$ cat src/rtl/fetch_ctrl.sv
// Instruction-fetch controller: sequences IMEM requests, resolves PC redirects and pipeline stalls.
// Optional stall-cycle counter port enabled by defining FETCH_STALL_CNT_EN.
module fetch_ctrl #(
    parameter int PC_INC = 4
) (
    input  logic        clk_i,
    input  logic        rst_i,
    input  logic        start_i,
    input  logic [31:0] pc_i,
    input  logic        load_use_i,
    input  logic        branch_i,
    input  logic [31:0] branch_addr_i,
    input  logic        jump_i,
    input  logic [31:0] jump_addr_i,
    input  logic        imem_ack_i,
    output logic        imem_req_o,
    output logic [31:0] pc_next_o,
    output logic        pc_stall_o,
    output logic        ifid_stall_o,
    output logic        ifid_flush_o,
    output logic        idex_bubble_o,
    output logic [1:0]  state_o
`ifdef FETCH_STALL_CNT_EN
    ,
    output logic [31:0] stall_cnt_o
`endif
);

    typedef enum logic [1:0] {
        IDLE     = 2'b00,
        FETCH    = 2'b01,
        WAIT_MEM = 2'b10
    } state_t;

    state_t      r_state;
    state_t      w_state_next;
    logic        r_pend_v;
    logic [31:0] r_pend_addr;
    logic        w_pend_v_next;
    logic [31:0] w_pend_addr_next;
    logic [31:0] w_pc;
    logic [31:0] w_pc_seq;

    assign w_pc_seq = pc_i + 32'(PC_INC);

    always_ff @(posedge clk_i) begin
        if (rst_i) begin
            r_state     <= IDLE;
            r_pend_v    <= 1'b0;
            r_pend_addr <= 32'h0;
        end else begin
            r_state     <= w_state_next;
            r_pend_v    <= w_pend_v_next;
            r_pend_addr <= w_pend_addr_next;
        end
    end

    always_comb begin
        w_state_next     = r_state;
        w_pend_v_next    = r_pend_v;
        w_pend_addr_next = r_pend_addr;
        w_pc             = pc_i;
        imem_req_o       = 1'b0;
        pc_stall_o       = 1'b0;
        ifid_stall_o     = 1'b0;
        ifid_flush_o     = 1'b0;
        idex_bubble_o    = 1'b0;

        case (r_state)
            IDLE: begin
                pc_stall_o = 1'b1;
                if (start_i) w_state_next = FETCH;
            end
            FETCH, WAIT_MEM: begin
                imem_req_o    = 1'b1;
                idex_bubble_o = load_use_i;
                if (imem_ack_i) begin
                    w_state_next  = FETCH;
                    w_pend_v_next = 1'b0;
                    // Live redirects outrank a redirect captured while waiting on memory.
                    if (load_use_i) begin
                        pc_stall_o   = 1'b1;
                        ifid_stall_o = 1'b1;
                    end else if (jump_i) begin
                        w_pc         = jump_addr_i;
                        ifid_flush_o = 1'b1;
                    end else if (branch_i) begin
                        w_pc         = branch_addr_i;
                        ifid_flush_o = 1'b1;
                    end else if (r_state == WAIT_MEM && r_pend_v) begin
                        w_pc         = r_pend_addr;
                        ifid_flush_o = 1'b1;
                    end else begin
                        w_pc = w_pc_seq;
                    end
                end else begin
                    w_state_next = WAIT_MEM;
                    pc_stall_o   = 1'b1;
                    ifid_stall_o = 1'b1;
                    if (r_state == WAIT_MEM && !load_use_i && (jump_i || branch_i)) begin
                        w_pend_v_next    = 1'b1;
                        w_pend_addr_next = jump_i ? jump_addr_i : branch_addr_i;
                    end
                end
            end
            default: w_state_next = IDLE;
        endcase

        // Dropping run enable abandons any outstanding fetch immediately.
        if (!start_i) begin
            w_state_next  = IDLE;
            w_pend_v_next = 1'b0;
        end
    end

    assign pc_next_o = w_pc & 32'hFFFF_FFFC;
    assign state_o   = r_state;

`ifdef FETCH_STALL_CNT_EN
    logic [31:0] r_stall_cnt;

    always_ff @(posedge clk_i) begin
        if (rst_i) begin
            r_stall_cnt <= 32'h0;
        end else if (pc_stall_o && r_state != IDLE && r_stall_cnt != 32'hFFFF_FFFF) begin
            r_stall_cnt <= r_stall_cnt + 32'h1;
        end
    end

    assign stall_cnt_o = r_stall_cnt;
`endif

endmodule

$ cat config.mk
export PLATFORM = sky130hd
export DESIGN_NAME = fetch_ctrl
export DESIGN_NICKNAME = d
export VERILOG_FILES = /design/src/rtl/fetch_ctrl.sv
export SDC_FILE = /design/constraint.sdc
export NUM_CORES = 1
export LEC_CHECK = 0
export BUFFER_PORTS_ARGS = -buffer_cell sky130_fd_sc_hd__buf_4
export CAP_MARGIN = 20
export CORE_MARGIN = 2
export CORE_UTILIZATION = 40
export CTS_CLUSTER_DIAMETER = 60
export DETAILED_ROUTE_END_ITERATION = 16
export PLACE_DENSITY = 0.71
export SLEW_MARGIN = 10
export SYNTH_ARGS = -nofsm -noshare
export SYNTH_HDL_FRONTEND = slang
export SYNTH_SLANG_ARGS = --single-unit
export TNS_END_PERCENT = 1
$ cat constraint.sdc
create_clock -name clk_i -period 2.4 [get_ports clk_i]
set_input_delay 0.6 -clock clk_i [delete_from_list [all_inputs] [get_ports clk_i]]
set_output_delay 0.6 -clock clk_i [all_outputs]
set_load 0.02 [all_outputs]
Yosys cells after proc, flatten, opt, wreduce, memory -nomap -nowiden
Index checks and enable logic that the tools add are counted.
- logic and storage cells: 42
- input port bits: 103
- flip-flop bits (word level): 35
- output and inout bits: 39
- reductions and logical operators: 11
- $add $sub $neg: 1
- eq/ne operators: 2
- bitwise gates (word level): 2
- mux-type cells: 23
- operators with widths (cell ; number):
    $mux 32 ; 7
    $add 32x3->32 const B ; 1
    $mux 1 ; 13
    $pmux 2 s2 ; 1
    $reduce_or 2->1 ; 2
    $logic_and 1x1->1 ; 3
    $reduce_and 3->1 ; 1
    $eq 2x1->1 const B ; 1
    $eq 2x2->1 const B ; 1
    $logic_not 2->1 ; 1
    $mux 2 ; 1
    $not 1->1 ; 2
    $pmux 1 s2 ; 1
    $reduce_and 2->1 ; 1
    $reduce_bool 2->1 ; 1
    $logic_not 1->1 ; 1
    $logic_or 1x1->1 ; 1

Logic depth before layout (Yosys ltp)
Gate-level depths: netlist of run 1.
- depth after elaboration: 8
- depth in mapped cells: 8

Worst setup path before layout of run 1
Ideal clock, no wire load.
- path type: reg2out
- from: register r_state[0], in the netlist state_o[0]
- to: output pc_next_o[28]
- buffers on the path: 3
- data required time: 1800 ps
- path slack: -650 ps
- stages on the path, launching flop included: 9
- data arrival time: 2450 ps
- cell sequence: dfxtp_1 inv_1 ha_1 and3b_1 clkbuf_1 buf_2 buf_2 nor2_1 nor4_1
- word-level cells in the longest chain between the ends: 8
- elaborated cells on any way between the ends: 10
- classes of those cells: eq/ne (2); mux (6); reduce/logical (2)
- ends and longest elaborated chain (element ; RTL line ; RTL):
    start: declaration ; 35 ; state_t r_state;
    start signal: assignment ; 52 ; r_state <= w_state_next;
    $eq 2x2->1 ; 69, 90 ;
    $logic_and 1x1->1 ; 90 ; end else if (r_state == WAIT_MEM && r_pend_v) begin
    $mux 32 ; 90 ;
    $mux 32 ; 87 ; end else if (branch_i) begin
    $mux 32 ; 84 ; end else if (jump_i) begin
    $mux 32 ; 81 ; if (load_use_i) begin
    $mux 32 ; 77 ; if (imem_ack_i) begin
    $mux 32 * ; 69 ; case (r_state)
    end: declaration ; 17 ; output logic [31:0] pc_next_o,
Mark *: on every way between the ends. The rest lies on a longest branch, timed or not.

Final worst setup path of run 1
- from: register r_state[0], in the netlist state_o[0]
- to: output pc_next_o[25]
Same word-level chain as after synthesis.

==> summary.txt, run 1 <==
Global route
  – Initial antenna violation count: 0
  – Remaining Overflow, GRT: 0
  – Largest net degree at the start of global routing: 45
  – First-pass GRT wire length: 22,500 um
  – Total routing usage reported by global routing: 31.2%
  – Vias in the first global route: 4,674

Clocking
  – CTS tree: done
  – CTS root buf: clkbuf_8
  – Clock transition at path regs: 0.08 ns
  – TritonCTS Sinks: 33
  – Max clock buf depth: 2
  – H-tree depth: 2
  – Clock Latency Late Sink: 0.29 ns
  – TritonCTS buffer count: 5
  – CTS Hold Bufs: 0

Pwr
  – Worst IR drop on VDD: 0.245 mV
  – Total Power: around 1.8 mW
  – Lkg Pwr: 2.66 nW
  – Pwr Density: between 300 and 400 nW/um^2

Logic synthesis
  – Netlist Area Pre-Place: ~3400 sq um
  – Post-synthesis cell count: 451
  – Netlist cell types: 72
  – Post-synth EDFFs: 0
  – FFs w/ async S/R, synth: 0%
  – FF+latch count, synth: 33
  – Syn. warnings: 0
  – Syn Area/Cell: 7.55 sq um
  – Main flop type after synthesis: dfxtp_1
  – Seq/Total Area, Yosys: 19.4%

Placement
  – GPL Wtd Cong: 0.920
  – HPWL Detailed: 11,200 um
  – Pre-CTS setup slack: -0.425 ns
  – Port-buffer cells: 133
  – Placed cell count: 778

Drt
  – DRT Pass-1 Iters: 5
  – Drt total wl: around 15,000 um
  – Vias/cell: approximately 6.1
  – Vias: about 4,800
  – # DRC: 0
  – DR WL/cell: 19.0 um
  – DRT iter0 DRCs: 350
  – Antenna-violating nets left: 0

Finish
  – Post-Layout Cell Count: roughly 800
  – Number of diodes: 0
  – Final #Nets: 800
  – Area growth, synth to finish: 78.9%
  – Share of layout cells above drive strength 1: 50.6%
  – FILL cells: 645

Floorplan
  – # rows: 33
  – Total core area: about 8200 sq um
  – Chip Width: 96.3 um
  – Ports: approximately 140
  – DIE AREA: a little over 9000 sq um
  – Starting Density: 41.5%
  – DIE HEIGHT: between 90 and 100 um

Run status
  – Status: finished with violations
  – Failing checks: negative setup slack

STA
  – Worst setup margin: -0.355 ns
  – Max Fclk: 363 MHz
  – Setup repair after global routing missed its margin: yes
  – Clock skew: 0.00715 ns
  – Final Cycle Share: 115%
  – Slew Limit Fails: 0
  – Final setup violation count: 31
  – Final hold vios: 0
  – Hold Slack: between 0.4 and 0.5 ns
  – Final min period: between 2 and 3 ns

Worst setup path
  – Worst path cell trace: inv_2 > buf_6 > ha_4 > and3b_2 > buf_12 > buf_16 > o211ai_1 > a311oi_2 > nor3_2 > buf_4
  – Critical Path Source Type: register
  – R2r setup slk: ~0.52 ns
  – Worst setup path category: reg2out
  – Crit-path slowest cell: dfxtp_2
  – Crit-path max FO: 7
  – CP arrival: 2.15 ns
  – Worst EP required: roughly 1.8 ns
  – CP delay by family, top: buffers and inverters
  – CP Capture Type: output port
  – Largest stage delay, worst path: 0.33 ns
  – Buffers and inverters on the worst path: 5

Hold path
  – Hold crit path type: reg2reg

Run
  – Max cap viols: 0
==> worst min-delay path, cell delays in order (launching register included) <==
cell and delay (ns):
dfxtp_1 0.31, nor2_1 0.09, a211oi_1 0.05
==> path summary, 6_finish.rpt <==
| kind | depth (start not counted) | to | start |
|---|---|---|---|
| max | 10 | pc_next_o[25] | state_o[0]$_SDFF_PP0_ |
| min | 2 | r_pend_addr[21]$_SDFFE_PP0P_ | r_pend_addr[21]$_SDFFE_PP0P_ |
| max reg2reg | 9 | r_pend_addr[31]$_SDFFE_PP0P_ | state_o[0]$_SDFF_PP0_ |
| min reg2reg | 2 | r_pend_addr[21]$_SDFFE_PP0P_ | r_pend_addr[21]$_SDFFE_PP0P_ |
==> repair_timing <==
action / 4_1_cts / 5_1_grt
cloned: 1 / 0
endpoints found under the setup margin: 31 / 32
setup buffers: 8 / 5
resized for setup: 57 / 27
pin swaps: 32 / 6
==> report_power, final <==
| group | internal [mW] | switching, mW |
|---|---|---|
| combinational | 0.438 | 0.407 |
| sequential | 0.549 | 0.00134 |
| clock | 0.228 | 0.225 |
==> metal layers <==
layer / share of wire (%) / global-route usage [%] / vias to the layer above
li1: - / - / 2263
met1: 42 / 38.8 / 2327
met2: 49 / 54.6 / 206
met3: 7.2 / 4.93 / 40
met4: 2.3 / 9.86 / 0
met5: 0 / 0 / -
==> cell usage after synthesis, types with 5 or more instances <==
cell        n  share of area, %
a21oi_1    21               3.1
and4_1      5               1.3
nand4_1     7               1.3
a221o_1     7               2.1
and3_1      9               1.7
a31oi_1     6               1.1
mux2i_1    31               9.1
nand3_1    11               1.6
a22o_1      6               1.5
a2bb2oi_1   5               1.3
buf_2      14               2.1
o21ai_0    22               3.2
nand2_1    25               2.8
inv_1       7              0.77
a211oi_1   38               8.4
a221oi_1    5               1.3
nor3_1     11               1.6
and2_1      5              0.92
nor2_1     59               6.5
clkbuf_1   25               2.8
nor4_1      5              0.92
dfxtp_1    33                19
==> stage by stage <==
| step | TNS [ns] | utilization (%) | area [sq um] |
|---|---|---|---|
| after floorplan | -2.52 | - | 3550 |
| after global placement | -7.22 | 67.7 | 5560 |
| after detailed placement | -7.51 | 67.7 | 5560 |
| after CTS | -7.41 | 72.8 | 5980 |
| after global routing | -9.41 | 74.2 | 6090 |
| final | -7.58 | 74.2 | 6090 |
==> kinds of logic (layout without fill, tap and decap cells) <==
group           count (synthesis)  count (layout)  share of synthesized area (%)
compound gates                164             164                           36.2
xor+xnor                        3               3                          0.771
fa+ha+maj                       4               4                           1.47
buf+inv                        48             289                           6.02
flops                          33              33                           19.4
mux                            33              33                           9.77
other cells                     1               2                          0.110
simple gates                  165             165                           26.3
==> placed cells by master (no fill, tap or decap), types with 4 or more instances in the layout <==
| cell | netlist | final |
|---|---|---|
| buf_6 | 0 | 27 |
| o21ai_0 | 22 | 13 |
| dfxtp_1 | 33 | 31 |
| a211oi_2 | 0 | 6 |
| and3_1 | 9 | 9 |
| buf_4 | 2 | 238 |
| nor4_2 | 2 | 5 |
| a22o_1 | 6 | 6 |
| a21oi_1 | 21 | 20 |
| a31oi_1 | 6 | 5 |
| nand2_1 | 25 | 22 |
| inv_1 | 7 | 6 |
| nand3_1 | 11 | 8 |
| nand4_1 | 7 | 7 |
| and4_1 | 5 | 5 |
| mux2i_1 | 31 | 30 |
| clkbuf_8 | 0 | 6 |
| a211oi_1 | 38 | 32 |
| a221o_1 | 7 | 7 |
| nor3_1 | 11 | 7 |
| o21ai_1 | 0 | 6 |
| a2bb2oi_1 | 5 | 4 |
| o32a_1 | 4 | 4 |
| buf_12 | 0 | 8 |
| nor3_2 | 2 | 4 |
| nor2_1 | 59 | 57 |
==> cell type report <==
cell class	instances	area, sq um	share of cell area, %
sequential	33	663	10.9
clock buffer	7	86.3	1.42
timing repair buffer	275	2290	37.6
tap	105	131	2.16
inverter	7	26.3	0.431
multi-input combinational	371	2890	47.5
==> flip-flops by register name, summed over array words and instances (netlist names) <==
register	flops
r_pend_addr	30
state_o	2
r_pend_v	1
Power figures use the tool's default switching activity.
==> run 2: changes to the inputs <==
--- a/config.mk
+++ b/config.mk
@@ -12,6 +12,7 @@
 export CTS_CLUSTER_DIAMETER = 60
 export DETAILED_ROUTE_END_ITERATION = 16
 export PLACE_DENSITY = 0.71
+export REMOVE_ABC_BUFFERS = 1
 export SLEW_MARGIN = 10
 export SYNTH_ARGS = -nofsm -noshare
 export SYNTH_HDL_FRONTEND = slang
==> run 2 against run 1 <==
The run still ends with negative setup slack left. Critical endpoint is now pc_next_o[19]. Sequential power is essentially flat. Critical path type is now in2out. Combinational power is 8.0% lower. First-iteration DRC count fell by 38%. Non-clock buffer count down 32.
==> summary.txt, run 2 (synthesized netlist as in run 1, its figures left out) <==
Run status
  – Status: finished with violations
  – Failing checks: negative setup slack

Drt
  – DR WL/cell: ~18 um
  – Vias: around 4,600
  – # DRC: 0
  – DRT Pass-1 Iters: 5
  – Vias/cell: 6.04
  – DRT iter0 DRCs: 217
  – Drt total wl: 14,100 um
  – Antenna-violating nets left: 0

Finish
  – Commonest cells after routing, fill and taps aside: 203 x buf_4, 58 x nor2_1, 34 x a211oi_1
  – Post-Layout Cell Count: approximately 770
  – Most common cell after layout, fill and taps aside: buf_4
  – Share of layout cells above drive strength 1: 46.8%
  – Cell area after layout: just under 6000 sq um
  – Reg with most FFs: r_pend_addr
  – Largest register FFs: 30
  – Final #Nets: approximately 770
  – Core Util, Final: 70.6%
  – Area growth, synth to finish: 70.3%
  – Number of diodes: 0

Clocking
  – CTS root buf: clkbuf_8
  – TritonCTS Sinks: 33
  – CTS tree: done
  – Max clock buf depth: 2
  – CTS Hold Bufs: 0
  – H-tree depth: 2
  – TritonCTS buffer count: 5
  – Clock Latency Late Sink: 0.29 ns
  – Clock transition at path regs: approximately 0.07 ns

Placement
  – Placed cell count: approximately 750
  – GPL Wtd Cong: 0.909
  – Pre-CTS setup slack: -0.356 ns
  – Cell Area, Placed: 5230 sq um
  – Port-buffer cells: 133
  – HPWL Detailed: 10,300 um

Global route
  – First-pass GRT wire length: 22,200 um
  – Total routing usage reported by global routing: 30.4%
  – Largest net degree at the start of global routing: 33
  – Remaining Overflow, GRT: 0
  – Vias in the first global route: 4,619
  – Initial antenna violation count: 0

STA
  – Setup TNS: -5.56 ns
  – Final hold vios: 0
  – Final Cycle Share: 111%
  – Final setup violation count: 30
  – Worst setup margin: -0.260 ns
  – Final min period: roughly 2.7 ns
  – Setup repair after global routing missed its margin: yes
  – Clock skew: 0.00303 ns
  – Max Fclk: between 300 and 400 MHz
  – Hold Slack: approximately 0.5 ns
  – Slew Limit Fails: 0

Pwr
  – Sw power: between 600 and 700 uW
  – Total Power: 1.76 mW
  – Seq pwr share: 31.3%
  – Combinational share of power: 44.2%
  – Lkg Pwr: ~2.5 nW
  – Internal: 1.15 mW
  – Net Sw Frac: roughly a third
  – Clk network pwr share: 24.4%
  – Worst IR drop on VDD: approximately 0.23 mV
  – Pwr Density: 303 nW/um^2

Floorplan
  – Starting Density: 41.5%
  – # rows: 33
  – DIE HEIGHT: 96.3 um
  – DIE AREA: 9270 sq um
  – Chip Width: 96.3 um
  – Total core area: 8220 sq um
  – Ports: 142

Worst setup path
  – Critical Path Source Type: input port
  – CP Capture Type: output port
  – Worst setup path category: in2out
  – CP arrival: 2.06 ns
  – Crit-path max FO: 4
  – Worst EP required: 1.80 ns

Hold path
  – Hold crit path type: reg2reg

Run
  – Max cap viols: 0
==> run 2: power groups by stage <==
stage               sequential, mW  combinational (mW)  clock [mW]
floorplan                    0.565               0.281           0
global placement             0.563               0.688           0
detailed placement           0.563               0.699           0
CTS                          0.550               0.751       0.438
global route                 0.551               0.829       0.458
finish                       0.550               0.777       0.429
==> run 2: area by class of cell <==
type / count / area, sq um
flip-flops and latches: 33 / 666
well taps: 105 / 131
repair buffers: 243 / 2060
inverters: 7 / 31.3
multi-input cells: 371 / 2830
clock buffers: 8 / 80.1
fillers: 648 / 2410
==> run 2: final timing paths <==
check / start / end / slack [ns] / depth (start not counted)
max: pc_i[5] / pc_next_o[19] / -0.26 / 6
min: r_pend_addr[2]$_SDFFE_PP0P_ / r_pend_addr[2]$_SDFFE_PP0P_ / 0.50 / 2
max reg2reg: state_o[1]$_SDFF_PP0_ / r_pend_addr[4]$_SDFFE_PP0P_ / 0.46 / 8
min reg2reg: r_pend_addr[2]$_SDFFE_PP0P_ / r_pend_addr[2]$_SDFFE_PP0P_ / 0.50 / 2
==> run 2: metal layers <==
| metal | up-vias | track usage [%] | wire (um) |
|---|---|---|---|
| met5 | - | 0 | 0 |
| met2 | 205 | 55.3 | 6960 |
| met1 | 2208 | 37.5 | 5810 |
| li1 | 2198 | - | - |
| met3 | 22 | 3.84 | 1050 |
| met4 | 0 | 8.10 | 248 |
==> run 2: repair_timing <==
action / 4_1_cts / 5_1_grt
resized for setup: 76 / 27
setup endpoints to repair: 30 / 31
gates cloned: 1 / 0
pin swaps: 35 / 11
setup buffers: 6 / 0
hold endpoints to repair: 0 / 0
==> run 2: critical path, stage by stage <==
cell and delay, ns:
buf_4 0.12, nand4_1 0.16, or4_4 0.46, o211a_1 0.23, a311oi_2 0.28, buf_4 0.21
==> run 3: changes to the inputs <==
--- a/config.mk
+++ b/config.mk
@@ -7,11 +7,11 @@
 export LEC_CHECK = 0
 export BUFFER_PORTS_ARGS = -buffer_cell sky130_fd_sc_hd__buf_4
 export CAP_MARGIN = 20
-export CORE_MARGIN = 2
+export CORE_MARGIN = 1
 export CORE_UTILIZATION = 40
-export CTS_CLUSTER_DIAMETER = 60
+export CTS_CLUSTER_DIAMETER = 120
 export DETAILED_ROUTE_END_ITERATION = 16
-export PLACE_DENSITY = 0.71
+export PLACE_DENSITY = 0.69
 export REMOVE_ABC_BUFFERS = 1
 export SLEW_MARGIN = 10
 export SYNTH_ARGS = -nofsm -noshare
==> constraint.sdc (replaced) <==
create_clock -name clk_i -period 2.99 [get_ports clk_i]
set_input_delay 0.7475 -clock clk_i [delete_from_list [all_inputs] [get_ports clk_i]]
set_output_delay 0.7475 -clock clk_i [all_outputs]
set_load 0.02 [all_outputs]
==> run 3 against run 2 <==
The run still ends with negative setup slack left. Routed wire length fell by 10%. Final cell count down 6.0%. Sequential power shrank 19%. Global-route usage is 2.3 points lower. Setup slack better by 0.24 ns. First-iteration DRC count rose by 2.3%. Clock skew is 0.0045 ns higher.
==> summary.txt, run 3 (synthesized netlist as in run 1, its figures left out) <==
Pwr
  – Pwr Density: 262 nW/um^2
  – Lkg Pwr: 2.18 nW
  – Total Power: about 1.4 mW
  – Worst IR drop on VDD: 0.183 mV

Drt
  – Antenna-violating nets left: 0
  – Drt total wl: 12,600 um
  – DR WL/cell: 17.5 um
  – DRT Pass-1 Iters: 5
  – DRT iter0 DRCs: roughly 220
  – # DRC: 0
  – Vias: 4,454
  – Vias/cell: 6.18

Worst setup path
  – Worst setup path category: in2out
  – Buffers and inverters on the worst path: 2
  – Worst path cell trace: buf_4 > nand4_1 > or4_4 > o211a_1 > a311oi_2 > buf_4
  – Crit-path max FO: 8
  – Largest stage delay, worst path: about 0.5 ns
  – CP Capture Type: output port
  – CP delay by family, top: simple AND/OR/NAND/NOR gates
  – Critical path's most frequent cell: buf_4
  – Critical Path Source Type: input port
  – Crit-path slowest cell: or4_4
  – Worst EP required: 2.24 ns
  – CP arrival: 2.26 ns

Floorplan
  – DIE HEIGHT: 94.3 um
  – DIE AREA: 8890 sq um
  – Total core area: 8220 sq um
  – Chip Width: 94.3 um
  – Ports: 142
  – Starting Density: 41.5%
  – # rows: 33

Global route
  – First-pass GRT wire length: 20,000 um
  – Initial antenna violation count: 0
  – Vias in the first global route: 4,167
  – Largest net degree at the start of global routing: 33
  – Remaining Overflow, GRT: 0
  – Total routing usage reported by global routing: 28.1%

Finish
  – Share of layout cells above drive strength 1: between 30% and 40%
  – Commonest cells after routing, fill and taps aside: 180 x buf_4, 58 x nor2_1, 38 x a211oi_1
  – Seq. cell area: roughly 660 sq um
  – Area of the multi-input gates: between 2000 and 3000 sq um
  – Core Util, Final: 62.9%
  – Most common cell after layout, fill and taps aside: buf_4
  – FILL cells: 738
  – Area growth, synth to finish: 51.8%
  – Reg with most FFs: r_pend_addr
  – Final #Nets: 723
  – Largest register FFs: 30
  – Number of diodes: 0

STA
  – Slew Limit Fails: 0
  – Final Cycle Share: 101%
  – Clock skew: ~0.0075 ns
  – Final hold vios: 0
  – Max Fclk: approximately 330 MHz
  – Final setup violation count: 1
  – Worst setup margin: -0.0154 ns
  – Setup repair after global routing missed its margin: yes
  – Final min period: 3.01 ns

Run status
  – Status: finished with violations
  – Failing checks: negative setup slack

Hold path
  – Hold crit path type: reg2reg

Placement
  – Port-buffer cells: 133
  – HPWL Detailed: ~9300 um
  – GPL Wtd Cong: roughly 0.93

Clocking
  – TritonCTS buffer count: 5
  – Clock transition at path regs: 0.07 ns
  – H-tree depth: 2
  – CTS root buf: clkbuf_8
  – TritonCTS Sinks: 33
  – Clock Latency Late Sink: 0.29 ns
  – CTS tree: done
  – Max clock buf depth: 2

Run
  – Max cap viols: 0
-- run 3: final timing paths --
kind,from,to,slack (ns),depth (start not counted)
setup / recovery,pc_i[4],pc_next_o[19],-0.02,6
hold / removal,r_pend_addr[17]$_SDFFE_PP0P_,r_pend_addr[17]$_SDFFE_PP0P_,0.50,2
setup reg to reg,state_o[1]$_SDFF_PP0_,r_pend_addr[10]$_SDFFE_PP0P_,1.09,8
hold reg to reg,r_pend_addr[17]$_SDFFE_PP0P_,r_pend_addr[17]$_SDFFE_PP0P_,0.50,2
-- run 3: timing repair --
item                       in CTS  in global routing
pin swaps                       3                 14
setup endpoints to repair      12                 21
buffers inserted                0                  6
cloned                          0                  0
resized for setup               9                 30
hold buffers                    0                  0
-- run 3: per-stage QoR --
step / worst slack, ns / hold slack [ns] / area, sq um / cells / TNS [ns]
after floorplan: -0.537 / 0.468 / 3230 / 411 / -16.59
after global placement: -0.0696 / 0.483 / 4860 / 708 / -0.308
after detailed placement: -0.106 / 0.490 / 4860 / 708 / -0.550
after CTS: -0.0132 / 0.499 / 5000 / 715 / -0.0230
after global routing: -0.0583 / 0.528 / 5170 / 721 / -0.0875
final: -0.0154 / 0.497 / 5170 / 721 / -0.0154
-- run 3: layout make-up --
class	instances	share of cell area, %
multi-input combinational	371	51.5
timing repair buffer	198	30.9
sequential	33	12.8
tap	105	2.54
clock buffer	7	1.67
inverter	7	0.508
-- run 3: power by group --
group	switching [mW]	internal (mW)	total (mW)
sequential	0.00180	0.441	0.443
combinational	0.279	0.274	0.553
clock	0.176	0.183	0.359
total	0.457	0.898	1.36
-- run 3: per-layer routing --
layer | vias up | track usage, % | share of wire [%]
met3 | 18 | 3.80 | 9.4
met1 | 2118 | 37.1 | 42
li1 | 2106 | - | -
met5 | - | 0 | 0
met4 | 0 | 7.05 | 1.2
met2 | 212 | 47.8 | 47
-- run 3: tightest hold or removal path, cell delays in order (launching register included) --
cell and delay, ns:
dfxtp_1 0.31, nor2_1 0.09, a211oi_1 0.05
